**config.mk**
```make
export PLATFORM = sky130hd
export DESIGN_NAME = mmio_bridge
export DESIGN_NICKNAME = d
export VERILOG_FILES = /design/src/rtl/mmio_bridge.sv
export SDC_FILE = /design/constraint.sdc
export NUM_CORES = 1
export LEC_CHECK = 0
export BUFFER_PORTS_ARGS = -buffer_cell sky130_fd_sc_hd__buf_4
export CORE_UTILIZATION = 35
export CTS_CLUSTER_DIAMETER = 30
export DETAILED_ROUTE_END_ITERATION = 8
export PLACE_DENSITY_LB_ADDON = 0.3
export SLEW_MARGIN = 20
export SYNTH_ARGS = -nofsm -noshare
export SYNTH_HDL_FRONTEND = slang
export SYNTH_SLANG_ARGS = --single-unit
```
**constraint.sdc**
```tcl
create_clock -name clk -period 2.9 [get_ports clk]
set_clock_uncertainty 0.15 [all_clocks]
set_input_delay 0 -clock clk [delete_from_list [all_inputs] [get_ports clk]]
set_output_delay 0 -clock clk [all_outputs]
set_load 0.02 [all_outputs]
```
**src/rtl/mmio_bridge.sv**
```systemverilog
// CPU load/store bridge: turns a slow 4-phase req/ack request into a single
// one-cycle pulse on either the I/O bus or the synchronous data-memory port.
module mmio_bridge #(
  parameter int unsigned DATA_WIDTH = 32,
  parameter logic [31:0] IO_BASE    = 32'h0000_7F00,
  parameter logic [7:0]  IO_LAST    = 8'h18,
  parameter int unsigned DM_AW      = 8
) (
  input  logic                  clk,
  input  logic                  rstn,
  input  logic                  cpu_req,
  input  logic                  cpu_wr,
  input  logic [31:0]           cpu_addr,
  input  logic [DATA_WIDTH-1:0] cpu_wdata,
  output logic                  cpu_ack,
  output logic [DATA_WIDTH-1:0] cpu_rdata,
  output logic                  cpu_err,
  output logic [7:0]            io_addr,
  output logic [DATA_WIDTH-1:0] io_dout,
  input  logic [DATA_WIDTH-1:0] io_din,
  output logic                  io_we,
  output logic                  io_rd,
  output logic [DM_AW-1:0]      dm_addr,
  output logic [DATA_WIDTH-1:0] dm_wdata,
  output logic                  dm_we,
  input  logic [DATA_WIDTH-1:0] dm_rdata
);

  typedef enum logic [2:0] {IDLE, IO_ACC, MEM_ACC, MEM_WAIT, DONE} state_t;

  state_t state;
  logic   wr;
  logic   io_hit;
  logic   io_legal;

  // Address decode on the live request; only sampled while IDLE.
  assign io_hit   = (cpu_addr[31:8] == IO_BASE[31:8]);
  assign io_legal = (cpu_addr[1:0] == 2'b00) && (cpu_addr[7:0] <= IO_LAST);

  always_ff @(posedge clk or negedge rstn) begin
    if (!rstn) begin
      state     <= IDLE;
      wr        <= 1'b0;
      cpu_ack   <= 1'b0;
      cpu_err   <= 1'b0;
      cpu_rdata <= '0;
      io_addr   <= '0;
      io_dout   <= '0;
      io_we     <= 1'b0;
      io_rd     <= 1'b0;
      dm_addr   <= '0;
      dm_wdata  <= '0;
      dm_we     <= 1'b0;
    end else begin
      case (state)
        IDLE: begin
          if (cpu_req) begin
            wr <= cpu_wr;
            if (io_hit && io_legal) begin
              io_addr <= cpu_addr[7:0];
              io_dout <= cpu_wdata;
              io_we   <= cpu_wr;
              io_rd   <= !cpu_wr;
              state   <= IO_ACC;
            end else if (io_hit) begin
              // Illegal I/O access completes immediately without touching the bus.
              cpu_err   <= 1'b1;
              cpu_rdata <= '0;
              cpu_ack   <= 1'b1;
              state     <= DONE;
            end else begin
              dm_addr  <= cpu_addr[DM_AW+1:2];
              dm_wdata <= cpu_wdata;
              dm_we    <= cpu_wr;
              state    <= MEM_ACC;
            end
          end
        end
        IO_ACC: begin
          cpu_rdata <= wr ? '0 : io_din;
          io_we     <= 1'b0;
          io_rd     <= 1'b0;
          cpu_ack   <= 1'b1;
          cpu_err   <= 1'b0;
          state     <= DONE;
        end
        MEM_ACC: begin
          dm_we <= 1'b0;
          state <= MEM_WAIT;
        end
        MEM_WAIT: begin
          cpu_rdata <= wr ? '0 : dm_rdata;
          cpu_ack   <= 1'b1;
          state     <= DONE;
        end
        DONE: begin
          // Hold the response until the CPU releases its request.
          if (!cpu_req) begin
            cpu_ack <= 1'b0;
            cpu_err <= 1'b0;
            state   <= IDLE;
          end
        end
        default: state <= IDLE;
      endcase
    end
  end

endmodule
```
==> impl_metrics.json, run 1 <==
{
  "peakVddDrop_uv": 450,
  "die_w_um": 121,
  "met1_usage": 0.228,
  "drcViolationCount": 0,
  "cap_violations": 0,
  "gp_congestion": 0.777,
  "holdBufCountCts": 108,
  "antenna-diode-count": 0,
  "worstPathRequired_ps": 3060,
  "grt_usage": 0.212,
  "path_max_fanout": 22,
  "cts_tree": "done",
  "yosys-top-cells-area": "dfrtp_1 62%, mux2_2 16%, o2bb2ai_1 5.7%",
  "die-area_um2": 14500,
  "coreArea_um2": 13500,
  "maxSlewHeadroom": 0.267,
  "numClockSinks": 121,
  "swShare": 0.331,
  "startpoint_type": "register",
  "total_power_mw": 7.35,
  "hp-class": "in -> async",
  "p_leak_nw": 4.07,
  "path_clk_slew_ps": 50,
  "die_y_um": 121,
  "cts_buffer_depth": 2,
  "cts_buffers": 17,
  "yosysWarnings": 0,
  "async_flop_share": 1.00,
  "htreeDepth": 4,
  "ant_nets": 0,
  "busiest_layer": "met2",
  "syn2layout_area_growth_pct": 74.9,
  "power.share.combinational": 0.385,
  "avgSynthCellArea_um2": 14.6,
  "p_per_area_nw_per_um2": 855,
  "fin_crit_sh": 0.923,
  "max_stage_delay_ps": 580,
  "tightest_slew_ps": 1100,
  "grt_remaining_overflow": 0,
  "synthMostInstantiatedCell": "dfrtp_1",
  "routedWlPerCell_um": 16.8,
  "crit_path_cell_trace": "nand2b_1 -> nor2_2 -> buf_4 -> a22oi_1 -> dlygate4sd3_1 -> o2bb2ai_1",
  "ctsRootBufferMaster": "clkbuf_16",
  "arrival_ps": 2830,
  "num_rows": 42,
  "netlist.area_leader.share": 0.615,
  "antenna_found_initial": 0,
  "io_buffers": 248,
  "ys_top_cells_by_count": "121 x dfrtp_1, 72 x mux2_2, 32 x a22oi_1, 32 x o2bb2ai_1, 11 x clkbuf_1",
  "drt_first_pass_iters": 5,
  "finalCriticalPeriod_ps": 2680,
  "grt_use_met3": 0.0637,
  "viasPerCell": 4.88,
  "whs_ps": -6.48,
  "seqPwrFrac": 0.347,
  "synth_ff_type": "dfrtp_1",
  "clockPowerShare": 0.269,
  "violations": "negative hold slack",
  "finalHoldViolations": 8,
  "critPathCaptureType": "register",
  "setup_viol": 0,
  "finalWirelength_mm": 14.8,
  "grt_max_degree": 55,
  "place_inst": 745,
  "drive_gt1_frac": 0.515,
  "synthesis.nets": 470,
  "start_util": 0.366,
  "switchingPower_mw": 2.43,
  "seq_area_frac_synth": 0.615,
  "status": "finished, violations left",
  "boundaryPins": 249,
  "nets": 828,
  "insertion_delay_ps": 410,
  "slowest_stage": "dlygate4sd3_1",
  "timing.fmax_mhz": 373,
  "grt_pass1_wl_mm": 23.6,
  "drv_slew": 0,
  "cts-resized-gates": 0,
  "dr_total_vias": 4313,
  "power.internal_mw": 4.92,
  "synthDistinctLibCells": 41,
  "grt_setup_unrepaired": "false",
  "stdcell_count": 883,
  "dpl.hpwl_mm": 9.68,
  "setup_tns_ps": 0,
  "synthCells": 338,
  "yosys_register_bits": 121,
  "synth_area_um2": 4920,
  "grt_pass1_vias": 4670,
  "worst-setup-path-type": "reg -> reg",
  "postCtsSetupBuffers": 0,
  "drtIter0Drc": 201,
  "use_met2": 0.390,
  "yosys.area.top_type": "dfrtp_1",
  "synth-edff-count": 0
}
layer usage:
| layer | vias to the layer above | wire [µm] |
|---|---|---|
| met5 | - | 0 |
| met4 | 0 | 275 |
| met3 | 28 | 945 |
| met2 | 171 | 8010 |
| met1 | 2109 | 5620 |
| li1 | 2005 | - |
registers in the layout, summed over array words and instances (netlist names):
signal,cells
cpu_ack,1
dm_wdata,32
io_addr,8
cpu_err,1
io_dout,32
dm_we,1
dm_addr,8
state,3
io_we,1
wr,1
cpu_rdata,32
io_rd,1
cells in the final DEF, fill, tap and decap left out, types with 2 or more instances in the layout:
cell / netlist / layout
o2bb2ai_1: 32 / 32
nor2b_1: 6 / 6
clkbuf_8: 0 / 5
buf_12: 0 / 3
clkinvlp_4: 0 / 3
nor2_2: 0 / 2
o21ai_0: 3 / 3
a21oi_1: 5 / 5
nor2_1: 5 / 3
nor3_2: 2 / 2
nor4_1: 4 / 4
dfrtp_1: 121 / 121
inv_1: 2 / 2
buf_4: 3 / 251
dlygate4sd3_1: 0 / 108
o31ai_1: 2 / 2
a22oi_1: 32 / 32
clkinv_2: 0 / 3
mux2_2: 72 / 72
mux2_1: 4 / 4
nand2_1: 3 / 3
clkbuf_16: 0 / 17
stage by stage:
stage	worst slack [ps]	area, µm²	hold slack (ps)	util
final	222	8600	-6.48	0.640
after global routing	64.2	8600	53.8	0.640
after CTS	288	8600	5.80	0.640
after detailed placement	471	6960	-96.2	0.517
after global placement	549	6960	-101	0.517
after floorplan	772	4920	-446	-
critical path: cells and delay by family (launching register included):
family / cells / cell delay, ps
buffers and inverters: 2 / 950
and+or+nand+nor: 2 / 660
DFF: 1 / 530
AOI/OAI and AO/OA: 2 / 280
power groups by stage:
stage / clock network (mW) / logic (mW) / registers, mW
2_1_floorplan: 0 / 0.951 / 3.01
3_3_place_gp: 0 / 2.51 / 2.54
3_5_place_dp: 0 / 2.58 / 2.56
4_1_cts: 2.03 / 2.84 / 2.54
5_1_grt: 2.10 / 3.00 / 2.61
6_report: 1.98 / 2.83 / 2.55
worst paths after layout:
path	to	from	slack, ps	cells after the start
worst min register to register	cpu_rdata[14]$_DFFE_PN0P_	cpu_rdata[14]$_DFFE_PN0P_	340	1
max in group asynchronous	cpu_rdata[18]$_DFFE_PN0P_	rstn	1860	3
worst min-delay path	cpu_rdata[26]$_DFFE_PN0P_	rstn	-6	2
min in group clk	state[0]$_DFFE_PN0P_	cpu_addr[19]	90	5
worst max-delay path	cpu_rdata[24]$_DFFE_PN0P_	state[0]$_DFFE_PN0P_	220	6
worst max register to register	cpu_rdata[24]$_DFFE_PN0P_	state[0]$_DFFE_PN0P_	220	6
cell families after synthesis:
family          synth area share
flops                      0.615
compound gates             0.132
mux                        0.176
simple gates              0.0483
buf+inv                   0.0285
layout make-up:
cell class                      count  area (µm²)
Tap cell                          176         220
Clock inverter                      7        67.6
Multi-Input combinational cell    192        1760
Clock buffer                       23         498
Sequential cell                   121        3030
Timing Repair Buffer              362        3030
Fill cell                        1018        4850
Inverter                            2        7.51
(Power assumes the default switching activity.)
==> inputs of run 2 (changes only) <==
==> constraint.sdc (replaced) <==
create_clock -name clk -period 2.16 [get_ports clk]
set_clock_uncertainty 0.15 [all_clocks]
set_input_delay 0 -clock clk [delete_from_list [all_inputs] [get_ports clk]]
set_output_delay 0 -clock clk [all_outputs]
set_load 0.02 [all_outputs]
==> run 2 against run 1 <==
  * The flow now finishes without violations
  * Utilization rose by 2.4 points
  * Final cell count rose by 2.2%
  * Flip-flop and latch count unchanged
  * Global-route usage rose by 0.83 points
  * Combinational power rose by 42%
  * Design area increased by 3.8%
  * Non-clock buffer count rose by 17
==> impl_metrics.json, run 2 (synthesis results as in run 1) <==
{
  "maxSlewHeadroom": 0.555,
  "drt_first_pass_iters": 4,
  "final_common_cell": "buf_4",
  "cts_buffer_depth": 2,
  "cp_top_family": "buffers and inverters",
  "die_y_um": 121,
  "status": "completed",
  "p_leak_nw": 4.29,
  "dr_total_vias": 4456,
  "routedWlPerCell_um": 18.3,
  "insertion_delay_ps": 410,
  "antenna-diode-count": 0,
  "htreeDepth": 4,
  "io_buffers": 248,
  "coreArea_um2": 13500,
  "worst-setup-path-type": "in -> reg",
  "cts_tree": "done",
  "crit_path_cell_trace": "dlygate4sd3_1 -> buf_4 -> nor4bb_4 -> nand4_1 -> buf_6 -> nor4_4 -> buf_6 -> clkbuf_16 -> mux2_2",
  "worstPathRequired_ps": 2300,
  "startpoint_type": "input port",
  "finalHoldViolations": 0,
  "arrival_ps": 2270,
  "stdcell_count": 902,
  "hp-class": "in -> async",
  "fin_util": 0.664,
  "grt_remaining_overflow": 0,
  "path_buf_inv": 5,
  "setup_viol": 0,
  "path_max_fanout": 10,
  "numClockSinks": 121,
  "slowest_stage": "dlygate4sd3_1",
  "fin_area_um2": 8930,
  "drive_gt1_frac": 0.529,
  "viasPerCell": 4.94,
  "finalWirelength_mm": 16.5,
  "num_rows": 42,
  "critPathCaptureType": "register",
  "reg_top3": "cpu_rdata x32, dm_wdata x32, io_dout x32",
  "die_w_um": 121,
  "place_inst": 755,
  "timing.fmax_mhz": 470,
  "cts_buffers": 17,
  "whs_ps": 54.8,
  "path_clk_slew_ps": 50,
  "layout_common_cells": "258 x buf_4, 121 x dfrtp_1, 108 x dlygate4sd3_1, 72 x mux2_2",
  "worst_slack_ps": 31.2,
  "dpl_worst_slack_ps": -39.4,
  "grt_usage": 0.220,
  "fin_crit_sh": 0.986,
  "boundaryPins": 249,
  "grt_pass1_vias": 4800,
  "syn2layout_area_growth_pct": 81.4,
  "start_util": 0.366,
  "tightest_slew_ps": 668,
  "cap_violations": 0,
  "critPathMostFrequentCell": "buf_6",
  "grt_pass1_wl_mm": 24.5,
  "dpl.hpwl_mm": 9.71,
  "p_per_area_nw_per_um2": 1150,
  "drcViolationCount": 0,
  "peakVddDrop_uv": 686,
  "antenna_found_initial": 0,
  "die-area_um2": 14500,
  "max_stage_delay_ps": 520,
  "nets": 845,
  "placed_cell_area_um2": 7040,
  "drtIter0Drc": 231,
  "finalCriticalPeriod_ps": 2130,
  "drv_slew": 0,
  "ctsRootBufferMaster": "clkbuf_16",
  "ant_nets": 0,
  "grt_max_degree": 122,
  "gp_congestion": 0.803
}
run 2: repair_timing:
item                                    CTS  global route
hold endpoints to repair                237             0
buffers inserted                          0             2
endpoints found under the setup margin    0           107
hold buffers                            108             0
gates resized for setup                   0            17
run 2: final cells by class:
type,count,area (µm²)
fill,972,4530
sequential,121,3030
clock inverter,12,174
multi-input combinational,192,1800
tap,176,220
inverter,2,7.51
clock buffer,20,447
timing repair buffer,379,3250
run 2: metrics by stage:
stage | setup TNS (ps) | power [mW]
global placement | 0 | 6.88
detailed placement | -784 | 7.00
CTS | 0 | 10.2
floorplan | 0 | 5.31
global route | -1700 | 10.7
finish | 0 | 10.3
run 2: worst paths after layout:
path / startpoint / end / slack, ps / cells after the start
max: cpu_addr[9] / io_dout[12]$_DFFE_PN0P_ / 30 / 9
max in group asynchronous: rstn / dm_wdata[19]$_DFFE_PN0P_ / 1280 / 3
min reg2reg: cpu_rdata[23]$_DFFE_PN0P_ / cpu_rdata[23]$_DFFE_PN0P_ / 340 / 1
max reg2reg: state[1]$_DFFE_PN0P_ / io_dout[12]$_DFFE_PN0P_ / 130 / 6
min: rstn / cpu_rdata[25]$_DFFE_PN0P_ / 50 / 3
min in group clk: cpu_addr[26] / state[0]$_DFFE_PN0P_ / 110 / 6
run 2: routing by layer:
| metal | wire length [µm] | vias to the layer above | GRT usage |
|---|---|---|---|
| met5 | 0 | - | 0 |
| li1 | - | 2036 | - |
| met4 | 473 | 0 | 0.106 |
| met3 | 1030 | 39 | 0.0642 |
| met1 | 6260 | 2196 | 0.235 |
| met2 | 8780 | 185 | 0.397 |
run 2: worst register-to-register path: stages, from the launching register on:
cell and delay [ps]:
dfrtp_1 390, nor3_2 210, nand2_1 150, nor4_4 320, buf_6 200, clkbuf_16 180, mux2_2 330
run 2: power by group:
group          total (mW)  internal, mW  switching [mW]
combinational        4.02          1.99            2.03
clock                2.96          1.95            1.01
sequential           3.28          2.93           0.352
==> inputs of run 3 (changes only) <==
--- a/config.mk
+++ b/config.mk
@@ -9,7 +9,7 @@
 export CORE_UTILIZATION = 35
 export CTS_CLUSTER_DIAMETER = 30
 export DETAILED_ROUTE_END_ITERATION = 8
-export PLACE_DENSITY_LB_ADDON = 0.3
+export PLACE_DENSITY = 0.69
 export SLEW_MARGIN = 20
 export SYNTH_ARGS = -nofsm -noshare
 export SYNTH_HDL_FRONTEND = slang
==> run 3 against run 2 <==
  * Worst setup slack improved by 41 ps
  * Hold slack got worse by 7.8 ps
  * Wire length fell by 3.1%
  * Fmax rose by 2.0%
  * Global-route usage barely moved
  * Power fell by 1.0%
  * Utilization fell by 0.83 points
  * Non-clock buffer count fell by 4
  * Via count fell by 0.36%
  * Sequential power rose by 2%
  * Sequential share of layout area rose by 0.43 points
  * Critical endpoint is now io_dout[8]$_DFFE_PN0P_
  * Largest cell class unchanged
  * Largest power group unchanged
  * Highest routed layer unchanged
==> impl_metrics.json, run 3 (synthesis results as in run 1) <==
{
  "drive_gt1_frac": 0.526,
  "max_stage_delay_ps": 530,
  "die_w_um": 121,
  "crit_path_cell_trace": "dlygate4sd3_1 -> buf_4 -> nor4bb_2 -> nand4_1 -> buf_4 -> nor4_4 -> clkbuf_16 -> mux2_2",
  "nets": 841,
  "path_max_fanout": 19,
  "drv_slew": 0,
  "worst-setup-path-type": "in -> reg",
  "slowest_stage": "dlygate4sd3_1",
  "maxSlewHeadroom": 0.537,
  "place_inst": 756,
  "fin_crit_sh": 0.967,
  "ant_nets": 0,
  "switchingPower_mw": 3.35,
  "setup_tns_ps": 0,
  "finalHoldViolations": 0,
  "p_per_area_nw_per_um2": 1150,
  "grt_pass1_wl_mm": 24.3,
  "peakVddDrop_uv": 766,
  "cap_violations": 0,
  "io_buffers": 248,
  "finalCriticalPeriod_ps": 2090,
  "syn2layout_area_growth_pct": 79.2,
  "tightest_slew_ps": 694,
  "setup_viol": 0,
  "dpl.hpwl_mm": 9.58,
  "htreeDepth": 4,
  "finalWirelength_mm": 16.0,
  "coreArea_um2": 13500,
  "drtIter0Drc": 135,
  "total_power_mw": 10.2,
  "arrival_ps": 2230,
  "cts_tree": "done",
  "seqPwrFrac": 0.330,
  "timing.fmax_mhz": 479,
  "stdcell_count": 896,
  "drcViolationCount": 0,
  "boundaryPins": 249,
  "cts_buffer_depth": 2,
  "power.internal_mw": 6.81,
  "worstPathRequired_ps": 2300,
  "p_leak_nw": 4.27,
  "cts_buffers": 17,
  "drt_first_pass_iters": 4,
  "die_y_um": 121,
  "power.share.combinational": 0.383,
  "gp_congestion": 0.781,
  "final_common_cell": "buf_4",
  "numClockSinks": 121,
  "layout_common_cells": "261 x buf_4, 121 x dfrtp_1, 107 x dlygate4sd3_1, 72 x mux2_2",
  "swShare": 0.330,
  "status": "completed",
  "start_util": 0.366,
  "ctsRootBufferMaster": "clkbuf_16",
  "dr_total_vias": 4440,
  "startpoint_type": "input port",
  "worst_slack_ps": 71.9,
  "routedWlPerCell_um": 17.9,
  "critPathCaptureType": "register",
  "dpl_worst_slack_ps": -12.9,
  "grt_pass1_vias": 4723,
  "grt_max_degree": 122,
  "reg_top3": "cpu_rdata x32, dm_wdata x32, io_dout x32",
  "die-area_um2": 14500,
  "antenna-diode-count": 0,
  "grt_remaining_overflow": 0,
  "path_clk_slew_ps": 50,
  "critPathMostFrequentCell": "buf_4",
  "hp-class": "in -> async",
  "grt_usage": 0.221,
  "insertion_delay_ps": 410,
  "viasPerCell": 4.96,
  "antenna_found_initial": 0,
  "clockPowerShare": 0.287,
  "n_fill_cell": 953,
  "num_rows": 42
}
[run 3: cell count changes in the layout (fill, tap and decap cells not counted), sizes merged]
cell / before / now
bufinv: 4 / 3
dlygate4sd3: 108 / 107
buf: 268 / 266
clkinvlp: 4 / 2
clkinv: 4 / 2
clkbuf: 23 / 25
[run 3: layout make-up]
class / count / area (µm²) / share of cell area
Clock buffer: 23 / 498 / 0.0565
Multi-Input combinational cell: 192 / 1770 / 0.201
Clock inverter: 7 / 115 / 0.0131
Tap cell: 176 / 220 / 0.0250
Sequential cell: 121 / 3030 / 0.344
Timing Repair Buffer: 375 / 3170 / 0.360
Inverter: 2 / 7.51 / 0.000852
[run 3: through the flow]
| stage | hold slack [ps] | utilization | area (µm²) |
|---|---|---|---|
| 6_report | 47.0 | 0.655 | 8810 |
| 5_1_grt | 133 | 0.655 | 8810 |
| 4_1_cts | 109 | 0.650 | 8750 |
| 3_5_place_dp | 0.766 | 0.525 | 7060 |
| 3_3_place_gp | -7.95 | 0.525 | 7060 |
| 2_1_floorplan | -446 | - | 4920 |
[run 3: worst paths after layout]
check,startpoint,end,slack [ps],cells after the start
setup / recovery,cpu_addr[8],io_dout[8]$_DFFE_PN0P_,70,8
hold / removal,rstn,dm_addr[5]$_DFFE_PN0P_,50,3
setup reg to reg,state[1]$_DFFE_PN0P_,io_dout[8]$_DFFE_PN0P_,120,5
hold reg to reg,cpu_rdata[2]$_DFFE_PN0P_,cpu_rdata[2]$_DFFE_PN0P_,340,1
max in group asynchronous,rstn,state[1]$_DFFE_PN0P_,1250,3
min in group clk,cpu_addr[19],state[0]$_DFFE_PN0P_,150,5
[run 3: power by group through the flow]
stage	registers, mW	clock network, mW	logic (mW)
2_1_floorplan	4.04	0	1.28
3_3_place_gp	3.33	0	3.57
3_5_place_dp	3.36	0	3.66
4_1_cts	3.33	2.97	3.81
5_1_grt	3.43	3.08	4.10
6_report	3.35	2.92	3.88
[run 3: worst max-delay path, delay by kind of cell]
family	cells	cell delay (ps)
AND/OR/NAND/NOR	3	710
buffers and inverters	4	1140
multiplexers	1	350
[run 3: repair_timing]
| item | in CTS | in global routing |
|---|---|---|
| buffers inserted | 0 | 1 |
| resized for setup | 0 | 4 |
| hold buffers | 107 | 0 |
| endpoints found under the hold margin | 237 | 0 |
| endpoints found under the setup margin | 0 | 107 |
[run 3: layer usage]
layer | global-route usage | wire, µm | share of wire | vias to the layer above
met5 | 0 | 0 | 0 | -
met1 | 0.238 | 6140 | 0.38 | 2182
li1 | - | - | - | 2028
met4 | 0.0826 | 365 | 0.023 | 0
met3 | 0.0736 | 1220 | 0.076 | 28
met2 | 0.398 | 8300 | 0.52 | 202
